[config.mk]
export PLATFORM = sky130hd
export DESIGN_NAME = serial_subtractor_flat
export DESIGN_NICKNAME = d
export VERILOG_FILES = /design/src/rtl/serial_subtractor_pkg.sv /design/src/rtl/serial_subtractor_if.sv /design/src/rtl/serial_subtractor_full_subtractor_1.sv /design/src/rtl/serial_subtractor.sv /design/src/flat_wrapper.sv
export SDC_FILE = /design/constraint.sdc
export NUM_CORES = 1
export LEC_CHECK = 0
export ABC_AREA = 0
export ABC_CLOCK_PERIOD_IN_PS = 1900
export CAP_MARGIN = 25
export CORE_ASPECT_RATIO = 2
export CORE_UTILIZATION = 45
export DETAILED_ROUTE_END_ITERATION = 8
export MAX_ROUTING_LAYER = met4
export PLACE_DENSITY = 0.78
export SKIP_LAST_GASP = 1
export SLEW_MARGIN = 30
export SYNTH_ARGS = -nofsm -noshare
export SYNTH_HDL_FRONTEND = slang
export SYNTH_SLANG_ARGS = --single-unit
[constraint.sdc]
create_clock -name clk -period 1.9 [get_ports clk]
set_clock_uncertainty 0.05 [all_clocks]
set_input_delay 0.285 -clock clk [delete_from_list [all_inputs] [get_ports clk]]
set_output_delay 0.285 -clock clk [all_outputs]
set_load 0.005 [all_outputs]
[src/rtl/serial_subtractor_pkg.sv]
// Shared types and defaults for the bit-serial subtractor.
package serial_subtractor_pkg;

  typedef enum logic [1:0] {
    IDLE = 2'd0,
    RUN  = 2'd1,
    DONE = 2'd2
  } state_t;

  localparam int DEFAULT_WIDTH = 8;

endpackage

[src/rtl/serial_subtractor_if.sv]
// Request/result bundle for serial_subtractor; master drives operands, slave returns the result.
interface serial_subtractor_if #(
  parameter int WIDTH = serial_subtractor_pkg::DEFAULT_WIDTH
);
  logic             start;
  logic [WIDTH-1:0] a;
  logic [WIDTH-1:0] b;
  logic             busy;
  logic             done;
  logic [WIDTH-1:0] diff;
  logic             bout;

  modport master (output start, a, b, input busy, done, diff, bout);
  modport slave  (input start, a, b, output busy, done, diff, bout);
endinterface

[src/rtl/serial_subtractor_full_subtractor_1.sv]
// One-bit full subtractor: d = a - b - bi, bo = borrow out. Purely combinational.
module full_subtractor_1 (
  input  logic a,
  input  logic b,
  input  logic bi,
  output logic d,
  output logic bo
);

  assign d  = a ^ b ^ bi;
  assign bo = (~a & b) | (~(a ^ b) & bi);

endmodule

[src/rtl/serial_subtractor.sv]
// Bit-serial LSB-first a - b; result WIDTH+1 cycles after accept, start ignored while busy.
// SERSUB_SAT_EN: clamp diff to zero when the final borrow is set.
module serial_subtractor
  import serial_subtractor_pkg::*;
#(
  parameter int WIDTH = DEFAULT_WIDTH
) (
  input  logic                clk,
  input  logic                rst_n,
  serial_subtractor_if.slave  bus
);

  localparam int               CNT_W = $clog2(WIDTH + 1);
  localparam logic [CNT_W-1:0] LAST  = CNT_W'(WIDTH - 1);

  state_t           state;
  logic [WIDTH-1:0] a_sr;
  logic [WIDTH-1:0] b_sr;
  logic [WIDTH-1:0] res_sr;
  logic [WIDTH-1:0] res_next;
  logic [WIDTH-1:0] diff_final;
  logic             borrow;
  logic [CNT_W-1:0] cnt;
  logic             d_bit;
  logic             br_next;

  full_subtractor_1 u_cell (
    .a  (a_sr[0]),
    .b  (b_sr[0]),
    .bi (borrow),
    .d  (d_bit),
    .bo (br_next)
  );

  // The result fills from the top so after WIDTH shifts bit 0 holds the first difference bit.
  always_comb begin
    res_next            = res_sr >> 1;
    res_next[WIDTH-1]   = d_bit;
`ifdef SERSUB_SAT_EN
    diff_final = br_next ? '0 : res_next;
`else
    diff_final = res_next;
`endif
  end

  always_ff @(posedge clk or negedge rst_n) begin
    if (!rst_n) begin
      state    <= IDLE;
      a_sr     <= '0;
      b_sr     <= '0;
      res_sr   <= '0;
      borrow   <= 1'b0;
      cnt      <= '0;
      bus.busy <= 1'b0;
      bus.done <= 1'b0;
      bus.diff <= '0;
      bus.bout <= 1'b0;
    end else begin
      case (state)
        IDLE, DONE: begin
          bus.done <= 1'b0;
          if (bus.start) begin
            a_sr     <= bus.a;
            b_sr     <= bus.b;
            res_sr   <= '0;
            borrow   <= 1'b0;
            cnt      <= '0;
            bus.busy <= 1'b1;
            state    <= RUN;
          end else begin
            state    <= IDLE;
          end
        end
        RUN: begin
          a_sr   <= a_sr >> 1;
          b_sr   <= b_sr >> 1;
          res_sr <= res_next;
          borrow <= br_next;
          cnt    <= cnt + 1'b1;
          if (cnt == LAST) begin
            bus.busy <= 1'b0;
            bus.done <= 1'b1;
            bus.diff <= diff_final;
            bus.bout <= br_next;
            state    <= DONE;
          end
        end
        default: begin
          bus.busy <= 1'b0;
          bus.done <= 1'b0;
          state    <= IDLE;
        end
      endcase
    end
  end

endmodule

[src/flat_wrapper.sv]
// flat-port wrapper written by rule: the top's interface ports become plain ports
module serial_subtractor_flat import serial_subtractor_pkg::*;
#(
  parameter int WIDTH = DEFAULT_WIDTH
)
  (clk, rst_n, bus_start, bus_a, bus_b, bus_busy, bus_done, bus_diff, bus_bout);
  serial_subtractor_if #(.WIDTH(WIDTH)) bus_i ();
  input  logic clk;
  input  logic rst_n;
  input wire logic [$bits(bus_i.start)-1:0] bus_start;
  input wire logic [$bits(bus_i.a)-1:0] bus_a;
  input wire logic [$bits(bus_i.b)-1:0] bus_b;
  output wire logic [$bits(bus_i.busy)-1:0] bus_busy;
  output wire logic [$bits(bus_i.done)-1:0] bus_done;
  output wire logic [$bits(bus_i.diff)-1:0] bus_diff;
  output wire logic [$bits(bus_i.bout)-1:0] bus_bout;
  assign bus_i.start = bus_start;
  assign bus_i.a = bus_a;
  assign bus_i.b = bus_b;
  assign bus_busy = bus_i.busy;
  assign bus_done = bus_i.done;
  assign bus_diff = bus_i.diff;
  assign bus_bout = bus_i.bout;
  serial_subtractor #(.WIDTH(WIDTH)) u_core (.clk(clk), .rst_n(rst_n), .bus(bus_i));
endmodule
== After elaboration in Yosys (flattened, before gate mapping) ==
Cells that the tools add are included.
Word-level totals
  register bits: 42
  latch bits: 0
  RAM bits: 0
  memory bits (read-only): 0
  output and inout port bits: 11
  logic and storage cells: 47
  memories: 0
Operators by class
  $add $sub $neg: 1
  multiply operators: 0
  divide/modulo/power cells: 0
  magnitude comparators: 0
  equal/unequal tests: 5
  shift-type cells: 0
  multiplexer cells: 18
  bitwise logic cells: 7
  reduce and logical (&&, ||, !) cells: 6
Operator list (number)
  $pmux W8 S2: 3
  $mux W8: 3
  $pmux W4 S2: 1
  $mux W1: 6
  $reduce_and A2 Y1: 3
  $add A4 B1 Y4 const B: 1
  $eq A4 B3 Y1 const B: 1
  $mux W4: 1
  $pmux W1 S2: 2
  $pmux W2 S2: 1
  $and A1 B1 Y1: 2
  $eq A2 B1 Y1 const B: 1
  $eq A2 B2 Y1 const B: 1
  $logic_not A2 Y1: 1
  $mux W2: 1
  $ne A2 B1 Y1 const B: 1
  $ne A2 B2 Y1 const B: 1
  $not A1 Y1: 2
  $reduce_bool A2 Y1: 1
  $reduce_or A2 Y1: 1
  $xor A1 B1 Y1: 2
  $or A1 B1 Y1: 1

== Logic depth before layout (Yosys ltp) ==
Gate-level depths: netlist (run 1).
  depth in word-level cells: 5
  depth in mapped cells: 5
  mapped depth without buffers: 4

== Hierarchy ==
From an unflattened synthesis (run 1), not the netlist that was laid out.
Second synthesis, totals
  cell total of the unflattened synthesis: 117
  area total of the unflattened synthesis: 1699.1 um^2
By module, submodules not included
  serial_subtractor: times used 1, cells an instance 113, area each 1667.8 um^2, seq. area each 1001.0 um^2
  full_subtractor_1: times used 1, cells an instance 4, area each 31.3 um^2, seq. area each 0.0 um^2

== Least setup slack after synthesis (run 1) ==
No wires, ideal clock.
  path kind: register -> register
  start point: reg u_core.cnt[0]
  end point: reg u_core.bus.diff[0]
  setup time: 125 ps
  arrival time: 1269 ps
  path slack: 457 ps
  stages on the path, launching flop included: 5
  clock period less this slack: 1443 ps
  cells stage by stage: dfrtp_1 -> ha_1 -> nand3b_1 -> nor2_4 -> mux2_2
Between the ends
  word-level cells in the longest chain between the ends: 2
RTL lines
  start: declaration: RTL line serial_subtractor.sv:23  | logic [CNT_W-1:0] cnt;
  start signal: assignment: RTL line serial_subtractor.sv:79  | cnt <= cnt + 1'b1;
  $eq A4 B3 Y1: RTL line serial_subtractor.sv:80  | if (cnt == LAST) begin
  $reduce_and A2 Y1 (no source line)
  end signal: assignment: RTL line serial_subtractor.sv:83  | bus.diff <= diff_final;
  end: declaration: RTL line serial_subtractor_if.sv:14  | modport slave (input start, a, b, output busy, done, diff, bout);
No other way between the ends.
A chain may end at the register's enable or synchronous reset.

== Worst setup path after layout (run 1) ==
  start point: reg u_core.cnt[1]
  end point: reg u_core.bus.diff[2]
Same word-level chain as after synthesis.

==> run summary, run 1 <==
After layout, the minimum clock period comes to 1.633 ns. STA puts the critical path data arrival time at 1.76 ns. The run gives 0 ns as the final sum of negative setup slack.

The tools report the worst-case headroom to the max-slew limit as 63.47%. Summed over all cells, the static leakage comes to 1.017 nW. For the worst setup slack after placement, the log shows 0.06261 ns. The count of port buffers added during placement was 29; the data required time of the worst path was 2.03 ns.

Counting the buffers created by CTS gives 5. The die is 44.66 um wide. The number of stages on the worst hold path is 1, and the fraction of layout instances using a drive strength above 1 is 16.99%. After synthesis, the netlist uses 23 different library cells. The run gives 2.912 mm as the total detailed-routing wirelength.

The top cell type by area accounts for 61.12% of the synthesized area. After detailed routing, the average wire length per cell comes to 14.49 um. After synthesis the netlist holds a flip-flop and latch count of 40. In the post-synthesis netlist, the biggest area contributors are dfrtp_1 (61%), a22o_1 (13%), a21o_1 (6.4%).

The clock passes through at most 2 buffers. Along the worst path, the maximum fanout reaches 9. Synthesized netlist net count: 138. VDD sags by at most 878.2 uV. The share of total power dissipated in sequential elements is 43.3%. Setup violations remaining at the end of the flow were counted as 0. Deepest level of the CTS H-tree: 2. STA classifies the critical path startpoint as a register. For this run, the post-layout net count is 173. The tools report the sequential cell area fraction in the yosys report as 61.12%. The total power density per cell area was 1599 mW/mm2; the core footprint was 0.003416 mm2.

Clock latency on the worst-skew pair, taken at its later pin, is 0.29 ns. Dividing the final minimum period by the clock period gives 85.97%. The number of antenna violations at the first check in global routing is 0, and the post-detailed-placement half-perimeter wirelength is 2.100 mm. The run finished with clean final reports. In the layout the commonest cells are dfrtp_1 (40), clkdlybuf4s50_1 (28), a22o_1 (24), a21o_1 (14), mux2_2 (9). The cell family contributing the most delay on the critical path is simple AND/OR/NAND/NOR gates. The gate count after technology mapping is 117. The critical path start-end classification is reg2reg. For this run, the slowest stage of the critical path takes 0.38 ns. Count of max-cap constraint violations: 0.

The tools report the number of clock sinks seen by CTS as 40. TritonCTS built the clock tree. Library cell with the largest summed area after synthesis: dfrtp_1. For the clock network fraction of total power, the log shows 17.1%. The clock-pin slew on the worst setup and hold paths works out to 0.07 ns. In this run the most critical hold path is launched from u_core.b_sr[2]$_DFFE_PN0P_. Leading cell type in the layout, fill and taps excluded: dfrtp_1. In this run switching power makes up 31.85% of total power. At the pin with the least slew margin, the transition time is 0.5466 ns.

For the routing usage on met2, the log shows 29.81%. In this run the most used layer during global routing was met2. The met1 capacity usage during global routing is 21.73%. The worst setup path is captured at a register. Number of global-route vias before repair: 1216.

The top-level I/O count is 30, and the post-detailed-route count of antenna-violating nets is 0. In the global route stage, overall resource usage came out at 19.09%. The tools report the CTS root buffer as clkbuf_8. The logs give 41 for the maximum number of pins on one net before global-route repair and 1100 for the vias after detailed routing.

Yosys printed 0 warnings. After the first detailed-routing iteration, the DRC count stood at 20. Compared with the post-synthesis result, the final layout area differs by 27.43%.

The synthesized cell area is 0.001638 mm2, and the die outline height is 87.32 um. Static timing analysis puts the maximum clock frequency at 612.2 MHz. The internal power of the cells totals 2.274 mW. The worst path meets setup with 0.2666 ns of slack.

The initial utilization of the core area, before any placement, comes to 47.95%. The critical path contains buffers and inverters numbering 0 combined. The type of the tightest min-delay check was reg2reg. The die covers 0.003900 mm2.

Traced cell by cell, the critical path runs through ha_1 -> nand3b_1 -> nor2_4 -> mux2_2. The total inserted antenna cells is 0, and the aggregate global routing overflow is 0. The logs give 0 for the post-CTS setup buffer count and 0.27 ns for the internal reg-to-reg setup slack. Summed over all nets, the switching power comes to 1.063 mW.

Mean area per synthesized cell: 14.00 um2. Setup repair after global routing left no endpoint under its margin. The master of the slowest instance on the critical path was dfrtp_1. The worst hold path terminates at u_core.b_sr[2]$_DFFE_PN0P_.

The first global-routing pass estimated 5.257 mm of wire. Measured in cells, the most critical reg-to-reg path has a length of 4. The filler cells instantiated in the layout total 266. In the global route stage, met3 resource usage came out at 4.979%. The hold violation count in the final report was 0. The worst register-to-register path begins at u_core.cnt[1]$_DFFE_PN0P_. After detailed routing, the number of remaining DRC violations is 0. The capture point of the worst reg-to-reg path was u_core.bus.diff[2]$_DFFE_PN0P_. The logs give 30 for the number of cell rows and 4 for the number of detailed-route iterations in the first pass. Using the TritonRoute via totals, the vias-per-cell ratio works out to 5.473. Combinational logic burns 39.6% of the power. For the max-slew violation count, the log shows 0.

The final weighted congestion in routability-driven placement came out at 0.7410.
[cell usage after synthesis, drive strengths merged]
library cell / n
a21o: 14
a221o: 1
a22o: 24
and2b: 1
buf: 6
clkbuf: 1
dfrtp: 40
fa: 1
ha: 1
inv: 2
mux2: 9
mux2i: 2
nand2b: 2
nand3b: 2
nand4: 1
nor2: 3
nor2b: 2
nor3: 1
o21ai: 2
o2bb2ai: 1
o31ai: 1
[power by group through the flow]
| stage | Combinational, mW | Sequential, mW | Clock, mW |
|---|---|---|---|
| final | 1.32 | 1.45 | 0.570 |
| after CTS | 1.35 | 1.45 | 0.595 |
| after global routing | 1.48 | 1.50 | 0.629 |
| after detailed placement | 1.34 | 1.47 | 0 |
| after global placement | 1.27 | 1.44 | 0 |
| after floorplan | 0.934 | 1.41 | 0 |
[worst max-delay path by stage]
stage                         startpoint                             end  slack, ns  cells past startpoint
2_1_floorplan  u_core.cnt[0]$_DFFE_PN0P_  u_core.bus.diff[0]$_DFFE_PN0P_       0.46                      4
3_3_place_gp                   bus_start      u_core.b_sr[0]$_DFFE_PN0P_       0.14                      5
3_5_place_dp                   bus_start       u_core.cnt[0]$_DFFE_PN0P_       0.06                      4
4_1_cts        u_core.cnt[1]$_DFFE_PN0P_  u_core.bus.diff[7]$_DFFE_PN0P_       0.25                      4
5_1_grt        u_core.cnt[1]$_DFFE_PN0P_  u_core.bus.diff[2]$_DFFE_PN0P_       0.12                      4
6_report       u_core.cnt[1]$_DFFE_PN0P_  u_core.bus.diff[2]$_DFFE_PN0P_       0.27                      4
[state kept, by name, summed over array words and instances, names as in the netlist]
name and count:
u_core.borrow 1, u_core.cnt 4, u_core.b_sr 8, u_core.bus.busy 1
u_core.state 2, u_core.bus.bout 1, u_core.a_sr 8, u_core.res_sr 7
u_core.bus.diff 8
[per-stage QoR]
stage | cell area (um2) | utilization [%] | cells | hold slack, ns | power [mW]
floorplan | 1638 | - | 117 | -0.06059 | 2.346
global placement | 1984 | 58.10 | 192 | 0.3051 | 2.711
detailed placement | 1984 | 58.10 | 192 | 0.3154 | 2.804
CTS | 2087 | 61.10 | 201 | 0.4333 | 3.392
global route | 2087 | 61.10 | 201 | 0.4557 | 3.602
finish | 2087 | 61.10 | 201 | 0.4306 | 3.337
[metal layers]
metal  part of all wire [%]  vias up
met1                     40      557
met3                    3.8        8
li1                       -      503
met4                    2.4        0
met5                      0        -
met2                     53       32
[worst register-to-register path, delay by kind of cell, from the launching register on]
family / cells / cell delay [ns]
adders and majority gates: 1 / 0.20
and+or+nand+nor: 2 / 0.51
DFF: 1 / 0.38
muxes: 1 / 0.37
[timing repair]
item,CTS,global route
setup endpoints to repair,0,0
gates resized for setup,0,0
hold endpoints to repair,29,0
hold buffers,1,0
[layout make-up]
class	count	area [um2]	share of cell area, %
clock inverters	2	10.01	0.4796
inverters	2	7.507	0.3597
flip-flops and latches	40	1001	47.96
repair buffers	35	332.8	15.95
well taps	48	60.06	2.878
multi-input cells	68	593.1	28.42
clock buffers	6	82.58	3.957
[kinds of logic (layout without fill, tap and decap cells)]
kind of cell,count (synthesis),count (layout),synth area share [%]
compound gates,43,43,21.47
fa+ha+maj,2,2,1.986
buf+inv,9,45,2.826
flops,40,40,61.12
mux,11,11,7.410
simple gates,12,12,5.194
No activity file was read; power rests on OpenSTA's default activity.
==> inputs of run 2 (changes only) <==
Settings changed: SKIP_LAST_GASP 1 to not set.
==> results of run 2 <==
No change in the layout: final DEF, timing and power equal those of run 1.
==> inputs of run 3 (changes only) <==
Settings changed: GPL_TIMING_DRIVEN set to 0, HOLD_SLACK_MARGIN set to 0.15.
==> run 3 against run 2 <==
  * Routed wire length increased by 7.4%
  * Fmax is 1.5% lower
  * Combinational power is 5% higher
  * Critical path depth unchanged
  * Clock power fell by 15%
  * Global-route usage down 0.084 points
  * Register-to-register slack got worse by 0.02 ns
  * First-iteration DRC count up 15%
  * Sequential share of layout area up 0.12 points
  * Cell count unchanged
  * Sequential power barely moved
  * Critical path type unchanged
  * Largest cell class unchanged
  * Highest routed layer unchanged
==> run summary, run 3 (same netlist as run 1, synthesis figures left out) <==
Counting both buffers and inverters, the worst setup path holds a total of 0. Entering global routing, the biggest net connects 32 pins. Routability-driven placement finished with a final weighted congestion of 0.7547. The tools report the vias after detailed routing as 1114.

The run gives 2.02 ns as the data required time of the worst path. Setup repair after global routing left no endpoint under its margin. The startpoint identified for the worst register-to-register timing path is u_core.cnt[0]$_DFFE_PN0P_.

In the final layout, the share of cells above drive strength 1 is 15.69%. The max-slew violation count is 0, and the largest stage delay on the critical path is 0.39 ns. Power spread over the standard cell area amounts to 1593 mW/mm2. The worst-case IR drop observed on VDD is 794.5 uV.

The run gives 0 as the number of antenna violations at the first check in global routing. The cts-stage hold buffer count was 1; the slew at the pin closest to its max-slew limit was 0.4431 ns. Once the clock tree was built, the resizer swapped 0 gates to a different size.

The library cell used most frequently in the layout, excluding fill and tap cells, is dfrtp_1. In this run the count of I/O pins placed on the die edge is 30. The type of the tightest min-delay check was in2async. The worst-case headroom to the max-slew limit is 70.46%, and the count of final setup violators is 0. In this run the standard cell core region covers 0.003416 mm2. Based on the critical path, the design can be clocked at up to 603.4 MHz. The effective utilization at floorplan is 47.95%, and the final cell count without fillers is 201. The aggregate global routing overflow is 0, and the internal reg-to-reg setup slack is 0.24 ns.

For this run, the post-layout net count is 176. The cell family with the largest share of critical-path delay is simple AND/OR/NAND/NOR gates. The source-to-sink clock delay at the later pin of the worst-skew pair is 0.28 ns, and the number of clock sinks seen by CTS is 40. The flow ran to the end, and the final reports show no timing, DRC or antenna violations. The critical path start-end classification is reg2reg. The design draws 3.316 mW.

The sequential share of power was 43.8%. The detail-routed via count per cell came out at 5.542. TritonCTS built the clock tree. The count of max-cap constraint violations is 0, and the area growth from synthesis to layout is 27.12%.

The maximum fanout along the worst path is 9. Global-route usage over all layers: 19.01%. The critical path goes through ha_1 -> nand3b_1 -> nor2_4 -> mux2_2. The die outline height works out to 87.32 um. Detailed placement ended at an HPWL of 2.296 mm. The switching power as a share of total power works out to 32.43%. Counting the buffers created by CTS gives 5.

The clock network burns 14.6% of the power. Of the total power, combinational logic draws 41.6%. Dividing the detail-routed wire length by the instance count gives 15.56 um.

Clock-pin slew was measured on the worst setup and hold paths at 0.07 ns. Hold violation count in the final report: 0. The number of antenna diodes in the final layout is 0. The tools report the deepest level of the CTS H-tree as 2.

Post-route fraction of the period consumed by the critical path: 87.23%. The run gives 0 as the post-CTS setup buffer count. The switching power of the nets was 1.076 mW.

For the number of placed instances, taps included, the log shows 195. The first global-routing pass estimated 5.216 mm of wire. The worst register-to-register path ends at u_core.bus.diff[4]$_DFFE_PN0P_. The sort of element at the start of the critical path is a register. The static power due to leakage was 1.014 nW.

The number of global-route vias before repair was 1172; the DRC marker count from the first detailed-route iteration was 23. Summed over all layers, the routed wires come to 3.127 mm. For the number of buffers on the longest clock path, the log shows 2.

Kind of end point of the critical path: a register. The slowest stage of the critical path belongs to the cell dfrtp_1. The count of nets left with antenna violations once routing finished came out at 0. For this run, the detailed router's first-pass iteration total came to 4. The cell sitting at the root of the clock tree is a clkbuf_8.

In this run the horizontal extent of the chip is 44.66 um. In the final layout, the registers with the most flip-flops are u_core.a_sr: 8 flops, u_core.b_sr: 8 flops, u_core.bus.diff: 8 flops. For the worst flop-to-flop path, the logic depth is 4. The number of cell rows was 30; the arrival time at the worst endpoint was 1.78 ns.

During placement, the flow inserted port buffers numbering 29. The minimum clock period after layout was 1.657 ns. Cell internal power was estimated by the tool at 2.241 mW. The die footprint is 0.003900 mm2. In the routed design, unresolved DRC markers number 0. In the layout the commonest cells are dfrtp_1 (40), clkdlybuf4s50_1 (28), a22o_1 (24), a21o_1 (14), mux2_2 (9).
==> run 3: metrics by stage <==
step                      hold slack, ns  cell area (um2)  worst slack (ns)  setup TNS (ns)  utilization, %
after CTS                         0.3568             2082            0.2429               0           60.95
after detailed placement          0.1149             2003            0.1015               0           58.64
after global placement            0.4086             1988           -0.3678          -14.64           58.21
final                             0.3578             2082            0.2426               0           60.95
after floorplan                 -0.06059             1638            0.4566               0               -
after global routing              0.3745             2082            0.1157               0           60.95
==> run 3: metal layers <==
layer | routed length [um] | global-route usage [%] | vias to the layer above
met5 | 0 | - | -
met4 | 61 | 7.438 | 0
met3 | 122 | 4.564 | 5
met2 | 1740 | 32.35 | 30
met1 | 1203 | 20.63 | 572
li1 | - | - | 507
==> run 3: layout make-up <==
cell class / instances / area [um2]
buffer: 7 / 38.79
clock buffer: 5 / 68.82
fill: 288 / 1334
inverter: 2 / 7.507
multi-input combinational: 68 / 590.6
sequential: 40 / 1001
tap: 48 / 60.06
timing repair buffer: 31 / 315.3
==> run 3: worst max path at each step <==
stage / startpoint / end / cells after the start
floorplan: u_core.cnt[0]$_DFFE_PN0P_ / u_core.bus.diff[0]$_DFFE_PN0P_ / 4
global placement: rst_n / u_core.b_sr[5]$_DFFE_PN0P_ / 1
detailed placement: bus_start / u_core.a_sr[2]$_DFFE_PN0P_ / 5
CTS: u_core.cnt[0]$_DFFE_PN0P_ / u_core.bus.diff[4]$_DFFE_PN0P_ / 4
global route: u_core.cnt[0]$_DFFE_PN0P_ / u_core.bus.diff[2]$_DFFE_PN0P_ / 4
finish: u_core.cnt[0]$_DFFE_PN0P_ / u_core.bus.diff[4]$_DFFE_PN0P_ / 4
==> run 3: power by group through the flow <==
stage,clock [mW],sequential (mW),combinational [mW]
global placement,0,1.44,1.31
floorplan,0,1.41,0.934
detailed placement,0,1.47,1.40
global route,0.531,1.49,1.53
finish,0.486,1.45,1.38
CTS,0.503,1.45,1.41
